`config.mk`:
```
export PLATFORM = sky130hd
export DESIGN_NAME = sw_job_feeder_flat
export DESIGN_NICKNAME = d
export VERILOG_FILES = /design/src/rtl/sw_pkg.sv /design/src/rtl/sw_job_feeder_if.sv /design/src/rtl/sw_base_mem.sv /design/src/rtl/sw_job_feeder.sv /design/src/flat_wrapper.sv
export SDC_FILE = /design/constraint.sdc
export NUM_CORES = 1
export LEC_CHECK = 0
export BUFFER_PORTS_ARGS = -buffer_cell sky130_fd_sc_hd__buf_2
export CORE_MARGIN = 1
export CORE_UTILIZATION = 45
export CTS_CLUSTER_SIZE = 12
export DETAILED_ROUTE_END_ITERATION = 6
export SYNTH_ARGS = -nofsm -noshare
export SYNTH_HDL_FRONTEND = slang
export SYNTH_SLANG_ARGS = --single-unit
```
`constraint.sdc`:
```
create_clock -name clk -period 22 [get_ports clk]
set_clock_uncertainty 0.05 [all_clocks]
set_input_delay 1.1 -clock clk [delete_from_list [all_inputs] [get_ports clk]]
set_output_delay 1.1 -clock clk [all_outputs]
set_load 0.05 [all_outputs]
```
`src/rtl/sw_pkg.sv`:
```
`default_nettype none
// ------------------------------------------------------------------
// Package : sw_pkg
// Desc    : Constants and types shared by the Smith-Waterman core and its feeder.
// Rev     : 1.0
// ------------------------------------------------------------------
package sw_pkg;

    localparam int REF_LEN         = 64;
    localparam int QUERY_LEN       = 48;
    localparam int WIDTH_SCORE     = 8;
    localparam int WIDTH_POS_REF   = 7;
    localparam int WIDTH_POS_QUERY = 6;

    typedef logic [1:0] base_t;

    typedef enum logic [1:0] {
        ST_IDLE   = 2'd0,
        ST_STREAM = 2'd1,
        ST_WAIT   = 2'd2,
        ST_RESULT = 2'd3
    } feeder_state_e;

endpackage
`default_nettype wire

```
`src/rtl/sw_job_feeder_if.sv`:
```
`default_nettype none
// ------------------------------------------------------------------
// Interface : sw_job_feeder_if
// Desc      : Core base stream / finish capture plus host result handshake.
// Rev       : 1.0
// ------------------------------------------------------------------
interface sw_job_feeder_if;
    import sw_pkg::*;

    logic                       sw_valid;
    base_t                      sw_data_ref;
    base_t                      sw_data_query;
    logic                       sw_finish;
    logic [WIDTH_SCORE-1:0]     sw_max;
    logic [WIDTH_POS_REF-1:0]   sw_pos_ref;
    logic [WIDTH_POS_QUERY-1:0] sw_pos_query;

    logic                       res_valid;
    logic                       res_ready;
    logic [WIDTH_SCORE-1:0]     res_max;
    logic [WIDTH_POS_REF-1:0]   res_pos_ref;
    logic [WIDTH_POS_QUERY-1:0] res_pos_query;
    logic                       res_timeout;

    modport master (
        output sw_valid, sw_data_ref, sw_data_query,
        input  sw_finish, sw_max, sw_pos_ref, sw_pos_query,
        output res_valid, res_max, res_pos_ref, res_pos_query, res_timeout,
        input  res_ready
    );

    modport slave (
        input  sw_valid, sw_data_ref, sw_data_query,
        output sw_finish, sw_max, sw_pos_ref, sw_pos_query,
        input  res_valid, res_max, res_pos_ref, res_pos_query, res_timeout,
        output res_ready
    );
endinterface
`default_nettype wire

```
`src/rtl/sw_base_mem.sv`:
```
`default_nettype none
// ------------------------------------------------------------------
// Module : sw_base_mem
// Desc   : 2-bit base register file, one write port, one combinational read.
// Rev    : 1.0
// ------------------------------------------------------------------
module sw_base_mem
    import sw_pkg::*;
#(
    parameter int DEPTH = 64,
    parameter int AW    = 6
) (
    input  wire logic          clk,
    input  wire logic          reset,
    input  wire logic          wr_en,
    input  wire logic [AW-1:0] wr_addr,
    input  wire logic [1:0]    wr_data,
    input  wire logic [AW-1:0] rd_addr,
    output base_t              rd_data
);

    base_t r_mem [DEPTH];

    always_ff @(posedge clk or posedge reset) begin
        if (reset) begin
            for (int i = 0; i < DEPTH; i++) begin
                r_mem[i] <= '0;
            end
        end else if (wr_en) begin
            r_mem[wr_addr] <= wr_data;
        end
    end

    assign rd_data = r_mem[rd_addr];

endmodule
`default_nettype wire

```
`src/rtl/sw_job_feeder.sv`:
```
`default_nettype none
// ------------------------------------------------------------------
// Module : sw_job_feeder
// Desc   : Buffers host bases, streams them into the Smith-Waterman core,
//          captures the finish result and hands it back on valid/ready.
// Rev    : 1.0
// ------------------------------------------------------------------
module sw_job_feeder
    import sw_pkg::*;
#(
    parameter int TIMEOUT = 255
) (
    input  wire logic       clk,
    input  wire logic       reset,
    input  wire logic       wr_en,
    input  wire logic       wr_sel,
    input  wire logic [5:0] wr_addr,
    input  wire logic [1:0] wr_data,
    input  wire logic       start,
    output logic            ready,
    output logic            lock_err,
    sw_job_feeder_if.master bus
);

    localparam int c_IW  = $clog2(REF_LEN);
    localparam int c_QAW = $clog2(QUERY_LEN);
    localparam int c_WW  = $clog2(TIMEOUT + 1);
    localparam logic [c_IW-1:0] c_IDX_LAST = c_IW'(REF_LEN - 1);
    localparam logic [c_WW-1:0] c_WD_LAST  = c_WW'(TIMEOUT - 1);

    feeder_state_e r_state, w_state_nxt;
    logic [c_IW-1:0] r_idx;
    logic [c_WW-1:0] r_wdog;

    logic  r_sw_valid, r_lock_err, r_res_timeout;
    base_t r_sw_ref, r_sw_qry;
    logic [WIDTH_SCORE-1:0]     r_res_max;
    logic [WIDTH_POS_REF-1:0]   r_res_pos_ref;
    logic [WIDTH_POS_QUERY-1:0] r_res_pos_query;

    logic  w_addr_ok, w_wr_ok, w_wr_drop, w_byp;
    logic  w_valid_nxt;
    base_t w_ref_mem, w_qry_mem, w_ref_rd, w_qry_rd, w_ref_nxt, w_qry_nxt;
    logic [c_IW-1:0] w_rd_idx;

    assign w_addr_ok = wr_sel ? (int'(wr_addr) < QUERY_LEN) : (int'(wr_addr) < REF_LEN);
    assign w_wr_ok   = wr_en && (r_state == ST_IDLE) && w_addr_ok;
    assign w_wr_drop = wr_en && !w_wr_ok;

    // The index presented next cycle; the first one (0) is read while still in IDLE.
    assign w_rd_idx = (r_state == ST_STREAM) ? r_idx + c_IW'(1) : '0;

    sw_base_mem #(.DEPTH(REF_LEN), .AW(c_IW)) u_ref_mem (
        .clk     (clk),
        .reset   (reset),
        .wr_en   (w_wr_ok && !wr_sel),
        .wr_addr (wr_addr[c_IW-1:0]),
        .wr_data (wr_data),
        .rd_addr (w_rd_idx),
        .rd_data (w_ref_mem)
    );

    sw_base_mem #(.DEPTH(QUERY_LEN), .AW(c_QAW)) u_qry_mem (
        .clk     (clk),
        .reset   (reset),
        .wr_en   (w_wr_ok && wr_sel),
        .wr_addr (wr_addr[c_QAW-1:0]),
        .wr_data (wr_data),
        .rd_addr (w_rd_idx[c_QAW-1:0]),
        .rd_data (w_qry_mem)
    );

    // A write to index 0 landing on the start edge must reach the first streamed pair.
    assign w_byp    = w_wr_ok && (wr_addr == '0);
    assign w_ref_rd = (w_byp && !wr_sel) ? wr_data : w_ref_mem;
    assign w_qry_rd = (int'(w_rd_idx) >= QUERY_LEN) ? 2'b00 :
                      (w_byp && wr_sel) ? wr_data : w_qry_mem;

    always_ff @(posedge clk or posedge reset) begin
        if (reset) begin
            r_state <= ST_IDLE;
        end else begin
            r_state <= w_state_nxt;
        end
    end

    always_comb begin
        w_state_nxt = r_state;
        case (r_state)
            ST_IDLE:   if (start) w_state_nxt = ST_STREAM;
            ST_STREAM: if (r_idx == c_IDX_LAST) w_state_nxt = ST_WAIT;
            ST_WAIT:   if (bus.sw_finish || (r_wdog == c_WD_LAST)) w_state_nxt = ST_RESULT;
            ST_RESULT: if (bus.res_ready) w_state_nxt = ST_IDLE;
            default:   w_state_nxt = ST_IDLE;
        endcase
    end

    always_comb begin
        w_valid_nxt = 1'b0;
        w_ref_nxt   = '0;
        w_qry_nxt   = '0;
        if (w_state_nxt == ST_STREAM) begin
            w_valid_nxt = 1'b1;
            w_ref_nxt   = w_ref_rd;
            w_qry_nxt   = w_qry_rd;
        end
    end

    always_ff @(posedge clk or posedge reset) begin
        if (reset) begin
            r_idx           <= '0;
            r_wdog          <= '0;
            r_sw_valid      <= 1'b0;
            r_sw_ref        <= '0;
            r_sw_qry        <= '0;
            r_lock_err      <= 1'b0;
            r_res_timeout   <= 1'b0;
            r_res_max       <= '0;
            r_res_pos_ref   <= '0;
            r_res_pos_query <= '0;
        end else begin
            r_sw_valid <= w_valid_nxt;
            r_sw_ref   <= w_ref_nxt;
            r_sw_qry   <= w_qry_nxt;
            r_lock_err <= w_wr_drop;
            r_idx      <= (r_state == ST_STREAM) ? r_idx + c_IW'(1) : '0;
            r_wdog     <= (r_state == ST_WAIT) ? r_wdog + c_WW'(1) : '0;
            // Core outputs are only meaningful in the finish cycle itself.
            if (r_state == ST_WAIT) begin
                if (bus.sw_finish) begin
                    r_res_max       <= bus.sw_max;
                    r_res_pos_ref   <= bus.sw_pos_ref;
                    r_res_pos_query <= bus.sw_pos_query;
                    r_res_timeout   <= 1'b0;
                end else if (r_wdog == c_WD_LAST) begin
                    r_res_max       <= '0;
                    r_res_pos_ref   <= '0;
                    r_res_pos_query <= '0;
                    r_res_timeout   <= 1'b1;
                end
            end
        end
    end

    assign ready             = (r_state == ST_IDLE);
    assign lock_err          = r_lock_err;
    assign bus.sw_valid      = r_sw_valid;
    assign bus.sw_data_ref   = r_sw_ref;
    assign bus.sw_data_query = r_sw_qry;
    assign bus.res_valid     = (r_state == ST_RESULT);
    assign bus.res_max       = r_res_max;
    assign bus.res_pos_ref   = r_res_pos_ref;
    assign bus.res_pos_query = r_res_pos_query;
    assign bus.res_timeout   = r_res_timeout;

endmodule
`default_nettype wire

```
`src/flat_wrapper.sv`:
```
// flat-port wrapper written by rule: the top's interface ports become plain ports
module sw_job_feeder_flat import sw_pkg::*;
#(
    parameter int TIMEOUT = 255
)
  (clk, reset, wr_en, wr_sel, wr_addr, wr_data, start, ready, lock_err, bus_sw_valid, bus_sw_data_ref, bus_sw_data_query, bus_sw_finish, bus_sw_max, bus_sw_pos_ref, bus_sw_pos_query, bus_res_valid, bus_res_max, bus_res_pos_ref, bus_res_pos_query, bus_res_timeout, bus_res_ready);
  sw_job_feeder_if bus_i ();
  input  wire logic clk;
  input  wire logic reset;
  input  wire logic wr_en;
  input  wire logic wr_sel;
  input  wire logic [5:0] wr_addr;
  input  wire logic [1:0] wr_data;
  input  wire logic start;
  output logic ready;
  output logic lock_err;
  output wire logic [$bits(bus_i.sw_valid)-1:0] bus_sw_valid;
  output wire logic [$bits(bus_i.sw_data_ref)-1:0] bus_sw_data_ref;
  output wire logic [$bits(bus_i.sw_data_query)-1:0] bus_sw_data_query;
  input wire logic [$bits(bus_i.sw_finish)-1:0] bus_sw_finish;
  input wire logic [$bits(bus_i.sw_max)-1:0] bus_sw_max;
  input wire logic [$bits(bus_i.sw_pos_ref)-1:0] bus_sw_pos_ref;
  input wire logic [$bits(bus_i.sw_pos_query)-1:0] bus_sw_pos_query;
  output wire logic [$bits(bus_i.res_valid)-1:0] bus_res_valid;
  output wire logic [$bits(bus_i.res_max)-1:0] bus_res_max;
  output wire logic [$bits(bus_i.res_pos_ref)-1:0] bus_res_pos_ref;
  output wire logic [$bits(bus_i.res_pos_query)-1:0] bus_res_pos_query;
  output wire logic [$bits(bus_i.res_timeout)-1:0] bus_res_timeout;
  input wire logic [$bits(bus_i.res_ready)-1:0] bus_res_ready;
  assign bus_sw_valid = bus_i.sw_valid;
  assign bus_sw_data_ref = bus_i.sw_data_ref;
  assign bus_sw_data_query = bus_i.sw_data_query;
  assign bus_i.sw_finish = bus_sw_finish;
  assign bus_i.sw_max = bus_sw_max;
  assign bus_i.sw_pos_ref = bus_sw_pos_ref;
  assign bus_i.sw_pos_query = bus_sw_pos_query;
  assign bus_res_valid = bus_i.res_valid;
  assign bus_res_max = bus_i.res_max;
  assign bus_res_pos_ref = bus_i.res_pos_ref;
  assign bus_res_pos_query = bus_i.res_pos_query;
  assign bus_res_timeout = bus_i.res_timeout;
  assign bus_i.res_ready = bus_res_ready;
  sw_job_feeder #(.TIMEOUT(TIMEOUT)) u_core (.clk(clk), .reset(reset), .wr_en(wr_en), .wr_sel(wr_sel), .wr_addr(wr_addr), .wr_data(wr_data), .start(start), .ready(ready), .lock_err(lock_err), .bus(bus_i));
endmodule
```
==> results.sh <==
export IMPL_synthesis_instances=1130
export IMPL_hpwlAfterDp_um=22700
export IMPL_maxSlewViolCount=0
export IMPL_ant_nets=0
export IMPL_cts_setup_buffers=0
export IMPL_period_share=0.171
export IMPL_ctsResizeCount=0
export IMPL_start_util=0.458
export IMPL_htree_levels=1
export IMPL_slowest_stage="nand3b_1"
export IMPL_synth_seq_area_share=0.509
export IMPL_startpoint_type="register"
export IMPL_ys_types=73
export IMPL_cts_clk_slew_worst_paths_ns=0.06
export IMPL_cts_sinks=268
export IMPL_drv_cap=0
export IMPL_drt_initial_drc_count=795
export IMPL_grt_ovfl_total=0
export IMPL_final_util=0.517
export IMPL_arrival_ns=4.16
export IMPL_yosys_area_top_type="dfrtp_1"
export IMPL_crit_buf_inv=2
export IMPL_worstPathCellList="ha_1 -> buf_4 -> nand3b_1 -> clkinv_1 -> a221o_1 -> a21oi_1 -> nor4b_1 -> a2111oi_2"
export IMPL_routedWlPerCell_um=22.6
export IMPL_cts_path_max_buffers=3
export IMPL_drc=0
export IMPL_cp_top_family="compound AO/OA/AOI/OAI gates"
export IMPL_power_density_nw_per_um2=121
export IMPL_slew_headroom=0.153
export IMPL_cpPeakStageDelay_ns=0.75
export IMPL_wl_um=35500
export IMPL_grt_pass1_vias=9474
export IMPL_hold_violations=0
export IMPL_yosys_warnings=0
export IMPL_placementRows=62
export IMPL_synth_top_area_share=0.509
export IMPL_tightest_slew_ns=1.27
export IMPL_cts_tree="built"
export IMPL_synth_seq_cells=268
export IMPL_num_vias=9239
export IMPL_fp_dieW_um=173
export IMPL_synthArstFlopShare=1.00
export IMPL_ir_worst_vdd_uv=98.9
export IMPL_worstSkewPairLatency_ns=0.56
export IMPL_endpoint_kind="register"
export IMPL_synth_edf_count=0
export IMPL_viasPerCell=5.89
export IMPL_core_um2=28800
export IMPL_status="finished clean"
export IMPL_worst_path_max_fanout=45
export IMPL_grt_pass1_wl_um=56300
export IMPL_num_nets_final=1200
export IMPL_cts_hold_buf=0
export IMPL_grt_usage=0.243
export IMPL_areaGrowthSynthToFinish_pct=12.9
export IMPL_port_buffers=65
export IMPL_gp_congestion=0.877
export IMPL_worstSetupPathType="reg2reg"
export IMPL_die_h_um=173
export IMPL_synth_ff_type="dfrtp_1"
export IMPL_required_ns=22.40
export IMPL_fmax_mhz=266
export IMPL_io_pins=66
export IMPL_diodes=0
export IMPL_grt_max_degree=121
export IMPL_numCtsBuffers=30
export IMPL_dieArea_um2=30000
export IMPL_cts_root_buf="clkbuf_16"
export IMPL_rsz0062_at_grt="false"
export IMPL_antenna_found_initial=0
export IMPL_dr_pass1_iters=5
export IMPL_netlist_top_cells_area="dfrtp_1 (51%), mux2_2 (21%), nand2_1 (2.6%)"
export IMPL_min_path_type="reg2reg"
export IMPL_synth_avg_cell_area_um2=11.7
export IMPL_drive_gt1_frac=0.336
export IMPL_syn_area_um2=13200
export IMPL_setup_viol_count_final=0
export IMPL_fin_setup_tns_ns=0
export IMPL_leakagePower_nw=6.99
export IMPL_syn_nets=1169
export IMPL_fin_crit_ns=3.76
routing by layer:
layer,global-route usage,part of all wire,wire [um],up-vias
li1,-,-,-,4182
met1,0.325,0.43,15100,4712
met2,0.392,0.48,16900,276
met3,0.0519,0.064,2280,69
met4,0.0830,0.034,1200,0
met5,0,0,0,-
path summary, 6_finish.rpt:
check | from | endpoint | slack, ns | cells past startpoint
worst max-delay path | u_core.r_idx[0] | u_core.bus.sw_data_ref[1] | 18.24 | 8
worst min-delay path | u_core.r_wdog[0] | u_core.r_wdog[0] | 0.44 | 1
worst max register to register | u_core.r_idx[0] | u_core.bus.sw_data_ref[1] | 18.24 | 8
worst min register to register | u_core.r_wdog[0] | u_core.r_wdog[0] | 0.44 | 1
max in group asynchronous | reset | u_core.bus.res_pos_ref[2] | 19.66 | 3
min in group asynchronous | reset | u_core.u_ref_mem.r_mem[10] | 0.68 | 2
power breakdown:
group / switching (mW) / internal, mW
clock: 0.205 / 0.342
combinational: 0.445 / 0.220
sequential: 0.0472 / 0.542
sequential cells by signal (all words and copies together), names as in the netlist:
name	cells
u_core.lock_err	1
u_core.r_idx	6
u_core.bus.sw_data_query	2
u_core.u_qry_mem.r_mem	96
u_core.r_state	2
u_core.r_wdog	8
u_core.bus.res_pos_ref	7
u_core.bus.res_max	8
u_core.u_ref_mem.r_mem	128
u_core.bus.sw_valid	1
u_core.bus.res_timeout	1
u_core.bus.sw_data_ref	2
u_core.bus.res_pos_query	6
cell families after synthesis:
| kind of cell | synth area share |
|---|---|
| AO/OA/AOI/OAI | 0.102 |
| flip-flops | 0.509 |
| multiplexers | 0.242 |
| buffers and inverters | 0.0302 |
| XOR/XNOR | 0.00674 |
| AND/OR/NAND/NOR | 0.107 |
| adder cells (fa/ha/maj) | 0.00285 |
metrics by stage:
stage               instances  setup slack, ns  hold slack, ns  power, mW  area, um2
floorplan                1130            13.47           0.405       1.07      13200
global route             1568            18.08           0.456       1.88      14900
detailed placement       1513            18.28           0.429       1.25      13800
global placement         1513            18.35           0.429       1.25      13800
finish                   1568            18.24           0.437       1.80      14900
CTS                      1568            18.27           0.441       1.81      14900
cells in the mapped netlist, types with 5 or more instances:
| master | number |
|---|---|
| inv_1 | 10 |
| mux2i_1 | 32 |
| nor2b_1 | 12 |
| nor3_1 | 14 |
| nand2_1 | 92 |
| o211ai_1 | 12 |
| nand3b_1 | 6 |
| o21ai_0 | 21 |
| nand3_1 | 13 |
| a211oi_1 | 10 |
| o31ai_1 | 9 |
| o221ai_1 | 8 |
| a22oi_1 | 5 |
| clkbuf_1 | 52 |
| a221o_1 | 5 |
| mux2_2 | 241 |
| a2bb2oi_1 | 8 |
| a22o_1 | 21 |
| o22ai_1 | 10 |
| nor2_1 | 92 |
| dfrtp_1 | 268 |
| nand2b_1 | 20 |
| buf_2 | 24 |
| or3_1 | 7 |
| mux4_2 | 6 |
| a21oi_1 | 31 |
| o311ai_0 | 5 |
worst reg2reg max path: cells and delay by family (launching register included):
family	cells	cell delay (ns)
AO/OA/AOI/OAI	3	0.90
AND/OR/NAND/NOR	2	0.84
buffers and inverters	2	0.83
flip-flops	1	0.66
adder cells (fa/ha/maj)	1	0.37
cell usage in the layout (no fill, tap or decap), types with 4 or more instances in the layout:
master	n
o311ai_0	5
nand3_1	13
o211ai_1	12
mux4_2	6
o31ai_1	9
clkbuf_16	31
or3_1	7
bufinv_16	4
nor3_1	14
a2bb2oi_1	8
and3_1	4
mux2i_1	32
xnor2_1	4
mux2_2	241
clkinv_2	4
a221o_1	5
nand3b_1	6
nor4_1	4
nand2b_1	19
nand2_1	92
and3b_1	4
dfrtp_1	267
buf_4	18
inv_1	9
a22o_1	21
a21oi_1	31
buf_2	63
clkbuf_8	12
a211oi_1	10
nor2b_1	11
a22oi_1	5
o22ai_1	10
nor2_1	92
clkbuf_1	4
o221ai_1	8
o21ai_0	20
area by class of cell:
type | count | area, um2
tap | 384 | 480
sequential | 268 | 6710
fill | 2566 | 13900
clock buffer | 47 | 956
timing repair buffer | 81 | 450
inverter | 14 | 60.1
clock inverter | 8 | 140
multi-input combinational | 766 | 6080
Note: power is estimated with default switching activity, not from simulation.
